$ cat src/rtl/elevator_dispatcher.sv
`default_nettype none
// ============================================================================
// Module   : elevator_dispatcher
// Brief    : Trip request FIFO and issue FSM feeding the elevator core.
// Revision : 1.0 - initial release
// ============================================================================
module elevator_dispatcher #(
   parameter int DEPTH       = 4,
   parameter int FLOORS      = 5,
   parameter int ACK_TIMEOUT = 16
) (
   input  logic       clk,
   input  logic       reset,
   input  logic       req_valid,
   output logic       req_ready,
   input  logic [2:0] req_origin,
   input  logic [2:0] req_dest,
   input  logic       estop_btn,
   input  logic       idle,
   output logic       en,
   output logic [2:0] in_origin,
   output logic [2:0] destination,
   output logic       emergency_stop,
   output logic       busy,
   output logic [2:0] req_count,
   output logic       drop,
   output logic       timeout_err,
   output logic [7:0] served_cnt
);

   localparam int             c_PTR_W    = (DEPTH > 1) ? $clog2(DEPTH) : 1;
   localparam int             c_TMR_W    = (ACK_TIMEOUT > 1) ? $clog2(ACK_TIMEOUT) : 1;
   localparam logic [2:0]     c_DEPTH    = 3'(DEPTH);
   localparam logic [2:0]     c_FLOORS   = 3'(FLOORS);
   localparam [c_PTR_W-1:0]   c_PTR_LAST = c_PTR_W'(DEPTH - 1);
   localparam [c_PTR_W-1:0]   c_PTR_ONE  = c_PTR_W'(1);
   localparam [c_TMR_W-1:0]   c_TMR_LAST = c_TMR_W'(ACK_TIMEOUT - 1);
   localparam [c_TMR_W-1:0]   c_TMR_ONE  = c_TMR_W'(1);

   typedef enum logic [2:0] {
      S_IDLE      = 3'd0,
      S_ISSUE     = 3'd1,
      S_WAIT_BUSY = 3'd2,
      S_WAIT_DONE = 3'd3,
      S_HALT      = 3'd4
   } state_t;

   state_t               r_state;
   state_t               w_state_next;
   logic [5:0]           r_mem [DEPTH];
   logic [c_PTR_W-1:0]   r_wr_ptr;
   logic [c_PTR_W-1:0]   r_rd_ptr;
   logic [2:0]           r_count;
   logic [2:0]           w_count_next;
   logic [c_TMR_W-1:0]   r_timer;
   logic                 r_issue_cnt;
   logic                 r_halt_trip;
   logic                 w_push;
   logic                 w_req_ok;
   logic                 w_wr;
   logic                 w_pop;
   logic                 w_served_inc;
   logic                 w_timeout_set;

   assign w_push    = req_valid && req_ready;
   assign w_req_ok  = (req_origin < c_FLOORS) && (req_dest < c_FLOORS);
   assign w_wr      = w_push && w_req_ok;
   assign req_count = r_count;
   assign busy      = (r_state != S_IDLE);
   // Gated directly by the button so the strobe drops in the same cycle.
   assign en        = (r_state == S_ISSUE) && !estop_btn;

   always_comb begin
      w_count_next = r_count;
      if (w_wr && !w_pop) begin
         w_count_next = r_count + 3'd1;
      end else if (!w_wr && w_pop) begin
         w_count_next = r_count - 3'd1;
      end
   end

   always_comb begin
      w_state_next  = r_state;
      w_pop         = 1'b0;
      w_served_inc  = 1'b0;
      w_timeout_set = 1'b0;
      if (estop_btn) begin
         w_state_next = S_HALT;
      end else begin
         case (r_state)
            S_IDLE: begin
               if ((r_count != 3'd0) && idle) begin
                  w_pop        = 1'b1;
                  w_state_next = S_ISSUE;
               end
            end
            S_ISSUE: begin
               if (r_issue_cnt) w_state_next = S_WAIT_BUSY;
            end
            S_WAIT_BUSY: begin
               if (!idle) begin
                  w_state_next = S_WAIT_DONE;
               end else if (r_timer == c_TMR_LAST) begin
                  w_timeout_set = 1'b1;
                  w_served_inc  = 1'b1;
                  w_state_next  = S_IDLE;
               end
            end
            S_WAIT_DONE: begin
               if (idle) begin
                  w_served_inc = 1'b1;
                  w_state_next = S_IDLE;
               end
            end
            S_HALT: begin
               // An interrupted trip is never reissued; just wait for the core to settle.
               w_state_next = r_halt_trip ? S_WAIT_DONE : S_IDLE;
            end
            default: w_state_next = S_IDLE;
         endcase
      end
   end

   always_ff @(posedge clk) begin
      if (reset) begin
         r_state        <= S_IDLE;
         r_wr_ptr       <= '0;
         r_rd_ptr       <= '0;
         r_count        <= 3'd0;
         r_timer        <= '0;
         r_issue_cnt    <= 1'b0;
         r_halt_trip    <= 1'b0;
         req_ready      <= 1'b0;
         in_origin      <= 3'd0;
         destination    <= 3'd0;
         emergency_stop <= 1'b0;
         drop           <= 1'b0;
         timeout_err    <= 1'b0;
         served_cnt     <= 8'd0;
      end else begin
         r_state        <= w_state_next;
         r_count        <= w_count_next;
         req_ready      <= (w_count_next < c_DEPTH);
         emergency_stop <= estop_btn;
         drop           <= w_push && !w_req_ok;
         r_issue_cnt    <= (r_state == S_ISSUE) && !r_issue_cnt && !estop_btn;
         r_timer        <= ((r_state == S_WAIT_BUSY) && (w_state_next == S_WAIT_BUSY))
                           ? r_timer + c_TMR_ONE : '0;
         if (estop_btn && (r_state != S_HALT)) r_halt_trip <= (r_state != S_IDLE);
         if (w_timeout_set) timeout_err <= 1'b1;
         if (w_served_inc) served_cnt <= served_cnt + 8'd1;
         if (w_pop) begin
            {in_origin, destination} <= r_mem[r_rd_ptr];
            r_rd_ptr <= (r_rd_ptr == c_PTR_LAST) ? '0 : r_rd_ptr + c_PTR_ONE;
         end
         if (w_wr) begin
            r_wr_ptr <= (r_wr_ptr == c_PTR_LAST) ? '0 : r_wr_ptr + c_PTR_ONE;
         end
      end
   end

   // Storage needs no reset: occupancy is tracked by the pointers and count.
   always_ff @(posedge clk) begin
      if (w_wr) r_mem[r_wr_ptr] <= {req_origin, req_dest};
   end

endmodule
`default_nettype wire

$ cat config.mk
export PLATFORM = sky130hd
export DESIGN_NAME = elevator_dispatcher
export DESIGN_NICKNAME = d
export VERILOG_FILES = /design/src/rtl/elevator_dispatcher.sv
export SDC_FILE = /design/constraint.sdc
export NUM_CORES = 1
export LEC_CHECK = 0
export BUFFER_PORTS_ARGS = -buffer_cell sky130_fd_sc_hd__buf_2
export CORE_MARGIN = 3
export CORE_UTILIZATION = 30
export DETAILED_ROUTE_END_ITERATION = 12
export GPL_TIMING_DRIVEN = 0
export HOLD_SLACK_MARGIN = 0.06
export PLACE_DENSITY = 0.57
export SETUP_SLACK_MARGIN = 0.02
export SYNTH_ARGS = -nofsm -noshare
export SYNTH_HDL_FRONTEND = slang
export SYNTH_SLANG_ARGS = --single-unit
$ cat constraint.sdc
create_clock -name clk -period 2.9 [get_ports clk]
set_clock_uncertainty 0.15 [all_clocks]
set_input_delay 0 -clock clk [delete_from_list [all_inputs] [get_ports clk]]
set_output_delay 0 -clock clk [all_outputs]
set_load 0.05 [all_outputs]
==> reports/results.txt, run 1 <==
Relative slew slack -> 59.91%
Status -> finished, final reports clean
Final nets -> 288
Post-route DRC -> 0
Share of cells above drive strength 1 -> 22.59%
Adder-cell area share of the yosys netlist -> 6.082%
CTS resizes -> 0
First-pass GRT wire length -> 8052 um
Slowest cell on crit path -> dfxtp_1
Total die area -> 9353 um2
Final ANT Viol Nets -> 0
Die Span X -> 96.71 um
Setup TNS after final layout -> 0 ns
Pin count of the biggest net entering global routing -> 13
Pin slew with the least headroom to its limit -> 0.5986 ns
Main combinational cell family by area after synthesis -> simple AND/OR/NAND/NOR gates
Top post-synthesis cells by area -> edfxtp_1 (29%), dfxtp_1 (28%), ha_1 (6.1%)
Sequential share of the synthesized area -> 56.77%
Cells along the critical path -> inv_1, ha_1, nand2b_1, nand4_1, buf_2, inv_1, ha_1, nand2_1, o21ai_0, xor2_1, nor2b_1
DRT iter0 DRCs -> 59
Syn Std Cell Area -> 2469 um2
Area share of the largest cell type after synthesis -> 29.19%
Data required time at the worst endpoint -> 3.02 ns
Top Family by Delay on Critical Path -> simple AND/OR/NAND/NOR gates
Max cap viols -> 0
Grt ovf -> 0
Routed len/inst -> 12.92 um
Final hold violations -> 0
Avg Vias per Cell -> 4.575
Unrepaired setup endpoints after global routing -> false
FFs w/ async S/R, synth -> 0%
Post-route minimum period -> 2.183 ns
Post-Synth Simple-Gate Area -> 15.76%
Detailed-route via count -> 1702
Post-Place Cell Area -> 2761 um2
Total GRT Usage -> 10.99%
Hold Crit Class -> input pin to register
Worst Setup End Kind -> register
Dominant cell type by area after synthesis -> edfxtp_1
Distinct cells, synth -> 37
EDFF count, synth -> 24
Total iterations of the first detailed-routing run -> 4
Synth Area in XOR/XNOR -> 2.838%
Cell Pwr Density -> 587.1 nW/um2
Die Span Y -> 96.71 um
Compound-cell area share of the yosys netlist -> 7.045%
Yosys warns -> 0
Worst Setup Start Kind -> register
Synth Net Count -> 234
WL final -> 4808 um
Finish-stage setup viols -> 0
Worst skew pair latency -> 0.34 ns
Antenna diodes -> 0
Leak -> 0.001210 uW
Antenna violations before repair -> 0
Num rows -> 32
Worst Path Arrival -> 2.31 ns
Cells after synthesis -> 211
Register-to-register setup slack -> 0.72 ns
Setup CP Type -> register to register
CP max FO -> 10
Maximum vdd drop -> 254.9 uV
Core box area -> 7848 um2
Port Buffers -> 33
Most frequent cell after synthesis -> dfxtp_1
Clock Sink Count -> 58
IO Count -> 34
Synth Flop Type -> dfxtp_1
CTS tree -> built
Most common library cells after synthesis -> dfxtp_1 (34), edfxtp_1 (24), nor2_1 (21), nand2_1 (14), ha_1 (12)
Initial Util -> 31.46%
Number of global-route vias before repair -> 1646
Syn Area/Cell -> 11.70 um2
Final Slew Violations -> 0
Synth Register Bits -> 58
Period utilization -> 75.29%
Root buffer cell -> clkbuf_8
GP Congestion -> 0.7197
CTS max path bufs -> 2
CP max stage delay -> 0.40 ns
Post-DP HPWL -> 3379 um
Clock Pin Slew Worst Setup and Hold Paths -> 0.07 ns
Max frequency -> 458.0 MHz
Area Growth Syn to Fin -> 25.09%
Worst path bufs/invs -> 3
Total CTS buffers -> 9
Multiplexer share of the synthesized area -> 8.768%
Htree depth -> 3
Final instance area -> 3088 um2
==> flip-flops by register name, indices dropped and copies added, names as in the netlist, 2 cells and up <==
register     flops
req_count        3
r_state          3
r_mem           24
served_cnt       8
r_wr_ptr         2
r_rd_ptr         2
r_timer          4
in_origin        3
destination      3
==> cell families (layout without fill, tap and decap cells) <==
group           count (synthesis)  count (layout)
buf+inv                        17              76
flops                          58              58
compound gates                 30              30
mux                            14              14
xor+xnor                        8               8
fa+ha+maj                      12              12
simple gates                   72              72
==> cells in the final DEF, fill, tap and decap left out, types with 10 or more instances in the layout <==
| cell | count |
|---|---|
| dlygate4sd3_1 | 10 |
| buf_2 | 35 |
| dfxtp_1 | 34 |
| nor2_1 | 21 |
| edfxtp_1 | 24 |
| ha_1 | 12 |
| a21oi_1 | 11 |
| nand2_1 | 14 |
==> routing by layer <==
metal,up-vias,part of all wire (%),GRT usage (%),routed length (um)
li1,866,-,-,-
met1,799,46,13.22,2225
met2,31,48,17.09,2299
met3,6,4.5,4.903,218
met4,0,1.4,4.536,65
met5,-,0,0,0
==> where the power goes <==
part | switching (uW) | internal (uW) | leakage [uW]
Sequential | 6.72 | 860 | 0.000492
Combinational | 67.3 | 39.3 | 0.000608
Clock | 349 | 490 | 0.000110
Total | 423 | 1390 | 0.00121
==> repair_timing <==
item,CTS,global route
setup buffers,0,0
setup endpoints to repair,0,0
endpoints found under the hold margin,39,0
hold buffers,10,0
==> cell type report <==
type	count	area, um2
Tap cell	102	127.6
Timing Repair Buffer	43	265.3
Clock inverter	7	102.6
Clock buffer	9	123.9
Inverter	9	33.78
Multi-Input combinational cell	136	999.7
Sequential cell	58	1401
Buffer	8	33.78
Fill cell	796	4760
==> worst paths after layout <==
kind | startpoint | end | cells after the start
setup / recovery | req_count[0] | req_count[2] | 11
hold / removal | req_dest[0] | r_mem[3][0] | 2
setup reg to reg | req_count[0] | req_count[2] | 11
hold reg to reg | r_issue_cnt | r_issue_cnt | 1
==> through the flow <==
step	std cells	hold WS [ns]	utilization, %	setup slack (ns)	power (uW)
6_report	372	0.2678	39.35	0.7167	1813
5_1_grt	372	0.2745	39.35	0.4728	1887
4_1_cts	372	0.2553	39.35	0.6775	1839
3_5_place_dp	346	0.08858	35.19	0.6974	982.9
3_3_place_gp	346	0.08321	35.19	0.7212	981.1
2_1_floorplan	211	-0.05113	-	0.2788	949.1
(Power assumes the default switching activity.)
==> run 2: changes to the inputs <==
- ABC_AREA: unset -> 1
- PLACE_DENSITY: 0.57 -> 0.59
- clock period: 2.9 -> 2 ns (I/O delays scaled with it)
==> reports/results.txt, run 2 <==
Final nets -> 363 (was 288)
IO Count -> 34 (unchanged)
Post-DP HPWL -> 3761 um (was 3379 um)
CP max FO -> 9 (was 10)
Initial Util -> 31.21% (was 31.46%)
Sequential share of the synthesized area -> 54.11% (was 56.77%)
Post-route minimum period -> 1.886 ns
Syn Std Cell Area -> 2590 um2 (was 2469 um2)
Total CTS buffers -> 9 (unchanged)
Htree depth -> 3 (unchanged)
Total iterations of the first detailed-routing run -> 4 (unchanged)
Max frequency -> 530.1 MHz
Relative slew slack -> 58.57% (was 59.91%)
Detailed-route via count -> 2035 (was 1702)
Share of cells above drive strength 1 -> 28.70% (was 22.59%)
Synth Register Bits -> 58 (unchanged)
CTS max path bufs -> 2 (unchanged)
Final ANT Viol Nets -> 0 (unchanged)
Area Growth Syn to Fin -> 30.29% (was 25.09%)
Cells after synthesis -> 276 (was 211)
Post-Place Cell Area -> 2905 um2 (was 2761 um2)
Worst Setup Start Kind -> input pin (was register)
Post-route DRC -> 0 (unchanged)
Worst Setup End Kind -> register (unchanged)
Commonest non-fill, non-tap cells in the layout -> nor2_1 (49), buf_2 (36), dfxtp_1 (30) (was buf_2 (35), dfxtp_1 (34), edfxtp_1 (24))
Num rows -> 33 (was 32)
Routed len/inst -> 12.20 um (was 12.92 um)
Final worst setup slack -> 0.1137 ns (was 0.7167 ns)
Hold Crit Depth -> 4 (was 2)
GP Congestion -> 0.7791 (was 0.7197)
Syn Area/Cell -> 9.384 um2 (was 11.70 um2)
Distinct cells, synth -> 30 (was 37)
Maximum vdd drop -> 395.6 uV (was 254.9 uV)
Pin slew with the least headroom to its limit -> 0.6215 ns (was 0.5986 ns)
Synth Flop Type -> dfxtp_1 (unchanged)
Antenna violations before repair -> 0 (unchanged)
Core box area -> 8299 um2 (was 7848 um2)
Largest regs -> r_mem x24, served_cnt x8, r_timer x4 (unchanged)
Worst R2R End -> req_ready (was req_count[2])
EDFF count, synth -> 24 (unchanged)
Period utilization -> 94.32%
Fill count -> 847 (was 796)
Status -> finished, final reports clean (unchanged)
Finish-stage setup viols -> 0 (unchanged)
Top post-synthesis cells by area -> edfxtp_1 (28%), dfxtp_1 (26%), nor2_1 (7.1%) (was edfxtp_1 (29%), dfxtp_1 (28%), ha_1 (6.1%))
Area share of the largest cell type after synthesis -> 27.83% (was 29.19%)
Hold path endpoint -> r_wr_ptr[1] (was r_mem[3][0])
DRT iter0 DRCs -> 114 (was 59)
Total die area -> 9784 um2 (was 9353 um2)
Most frequent cell after synthesis -> nor2_1 (was dfxtp_1)
FFs w/ async S/R, synth -> 0% (unchanged)
Grt ovf -> 0 (unchanged)
Antenna diodes -> 0 (unchanged)
Synth Net Count -> 299 (was 234)
Pin count of the biggest net entering global routing -> 12 (was 13)
CTS tree -> built (unchanged)
Clock Sink Count -> 58 (unchanged)
Avg Vias per Cell -> 4.522 (was 4.575)
Setup CP Type -> input pin to register (was register to register)
Max cap viols -> 0 (unchanged)
Final Slew Violations -> 0 (unchanged)
Setup TNS after final layout -> 0 ns (unchanged)
WL final -> 5491 um (was 4808 um)
Data required time at the worst endpoint -> 1.82 ns (was 3.02 ns)
Top reg by flops -> r_mem (unchanged)
Worst Hold Margin -> 0.08351 ns (was 0.2678 ns)
Path depth of the worst reg2reg path -> 13 (was 11)
Cell Pwr Density -> 780.8 nW/um2 (was 587.1 nW/um2)
Dominant cell type by area after synthesis -> edfxtp_1 (unchanged)
Max reg flops -> 24 (unchanged)
Utilization after layout -> 40.66% (was 39.35%)
Worst slack at placement -> -0.07273 ns (was 0.6974 ns)
Number of global-route vias before repair -> 1900 (was 1646)
Final hold violations -> 0 (unchanged)
Hold Crit Class -> input pin to register (unchanged)
Leak -> 0.001375 uW (was 0.001210 uW)
Worst Path Arrival -> 1.70 ns (was 2.31 ns)
Worst hold path startpoint -> req_dest[0] (unchanged)
Worst skew pair latency -> 0.33 ns (was 0.34 ns)
Final instance area -> 3374 um2 (was 3088 um2)
Die Span Y -> 98.92 um (was 96.71 um)
Die Span X -> 98.92 um (was 96.71 um)
Root buffer cell -> clkbuf_8 (unchanged)
Unrepaired setup endpoints after global routing -> true (was false)
Total GRT Usage -> 11.68% (was 10.99%)
Most common library cells after synthesis -> nor2_1 (49), dfxtp_1 (34), inv_1 (29), o21ai_0 (28), edfxtp_1 (24) (was dfxtp_1 (34), edfxtp_1 (24), nor2_1 (21), nand2_1 (14), ha_1 (12))
Port Buffers -> 33 (unchanged)
First-pass GRT wire length -> 9018 um (was 8052 um)
Register-to-register setup slack -> 0.12 ns (was 0.72 ns)
Yosys warns -> 0 (unchanged)
Most common cell after layout, fill and taps aside -> nor2_1 (was buf_2)
RR Startpoint -> req_count[0] (unchanged)
Clock Pin Slew Worst Setup and Hold Paths -> 0.07 ns (about the same)
==> run 2: cells by family after synthesis <==
kind of cell | count (synthesis) | synth area share, %
AO/OA/AOI/OAI | 54 | 12.13
XOR/XNOR | 5 | 1.691
adder cells (fa/ha/maj) | 12 | 5.797
AND/OR/NAND/NOR | 110 | 19.86
flip-flops | 58 | 54.11
buffers and inverters | 37 | 6.425
==> run 2: critical path: stages <==
cell and delay [ns]:
dlygate4sd3_1 0.53, buf_2 0.15, o21ai_0 0.18, nand4_2 0.29, nor2_1 0.55
==> run 2: final cells by class <==
class                   instances  area [um2]  share of cell area (%)
plain buffers                   6       50.05                   1.483
inverters                      31       121.4                   3.597
flip-flops and latches         58        1411                   41.82
well taps                     105       131.4                   3.893
clock inverters                 6       82.58                   2.447
clock buffers                  10       127.6                   3.782
repair buffers                 53       355.3                   10.53
multi-input cells             181        1095                   32.44
==> run 2: worst max path at each step <==
stage / from / end / slack, ns / depth (start not counted)
final: req_origin[2] / r_mem[3][4] / 0.11 / 5
after global routing: req_count[1] / req_count[2] / 0.003 / 14
after CTS: r_state[1] / req_ready / 0.02 / 11
after detailed placement: req_count[0] / req_ready / -0.07 / 13
after global placement: req_count[0] / req_ready / -0.05 / 13
after floorplan: req_count[0] / req_count[2] / 0.02 / 14
==> run 2: what timing repair did <==
item / in CTS / in global routing
hold buffers: 16 / 0
hold endpoints to repair: 45 / 0
buffers inserted: 4 / 0
gates resized for setup: 2 / 13
setup endpoints to repair: 2 / 8
pin swaps: 4 / 5
==> run 2: power breakdown <==
part / internal (uW) / switching, uW
clock network: 694 / 457
registers: 1250 / 14.3
logic: 78.4 / 140
total: 2020 / 611
==> run 2: stage by stage <==
| stage | instances | power [uW] |
|---|---|---|
| 3_3_place_gp | 414 | 1467 |
| 4_1_cts | 450 | 2645 |
| 2_1_floorplan | 276 | 1410 |
| 3_5_place_dp | 414 | 1469 |
| 6_report | 450 | 2635 |
| 5_1_grt | 450 | 2750 |
==> run 2: per-layer routing <==
| layer | wire length [um] | vias up | GRT usage, % |
|---|---|---|---|
| li1 | - | 1052 | - |
| met1 | 2714 | 933 | 15.63 |
| met4 | 94 | 0 | 5.042 |
| met3 | 286 | 8 | 3.680 |
| met2 | 2395 | 42 | 17.36 |
| met5 | 0 | - | 0 |
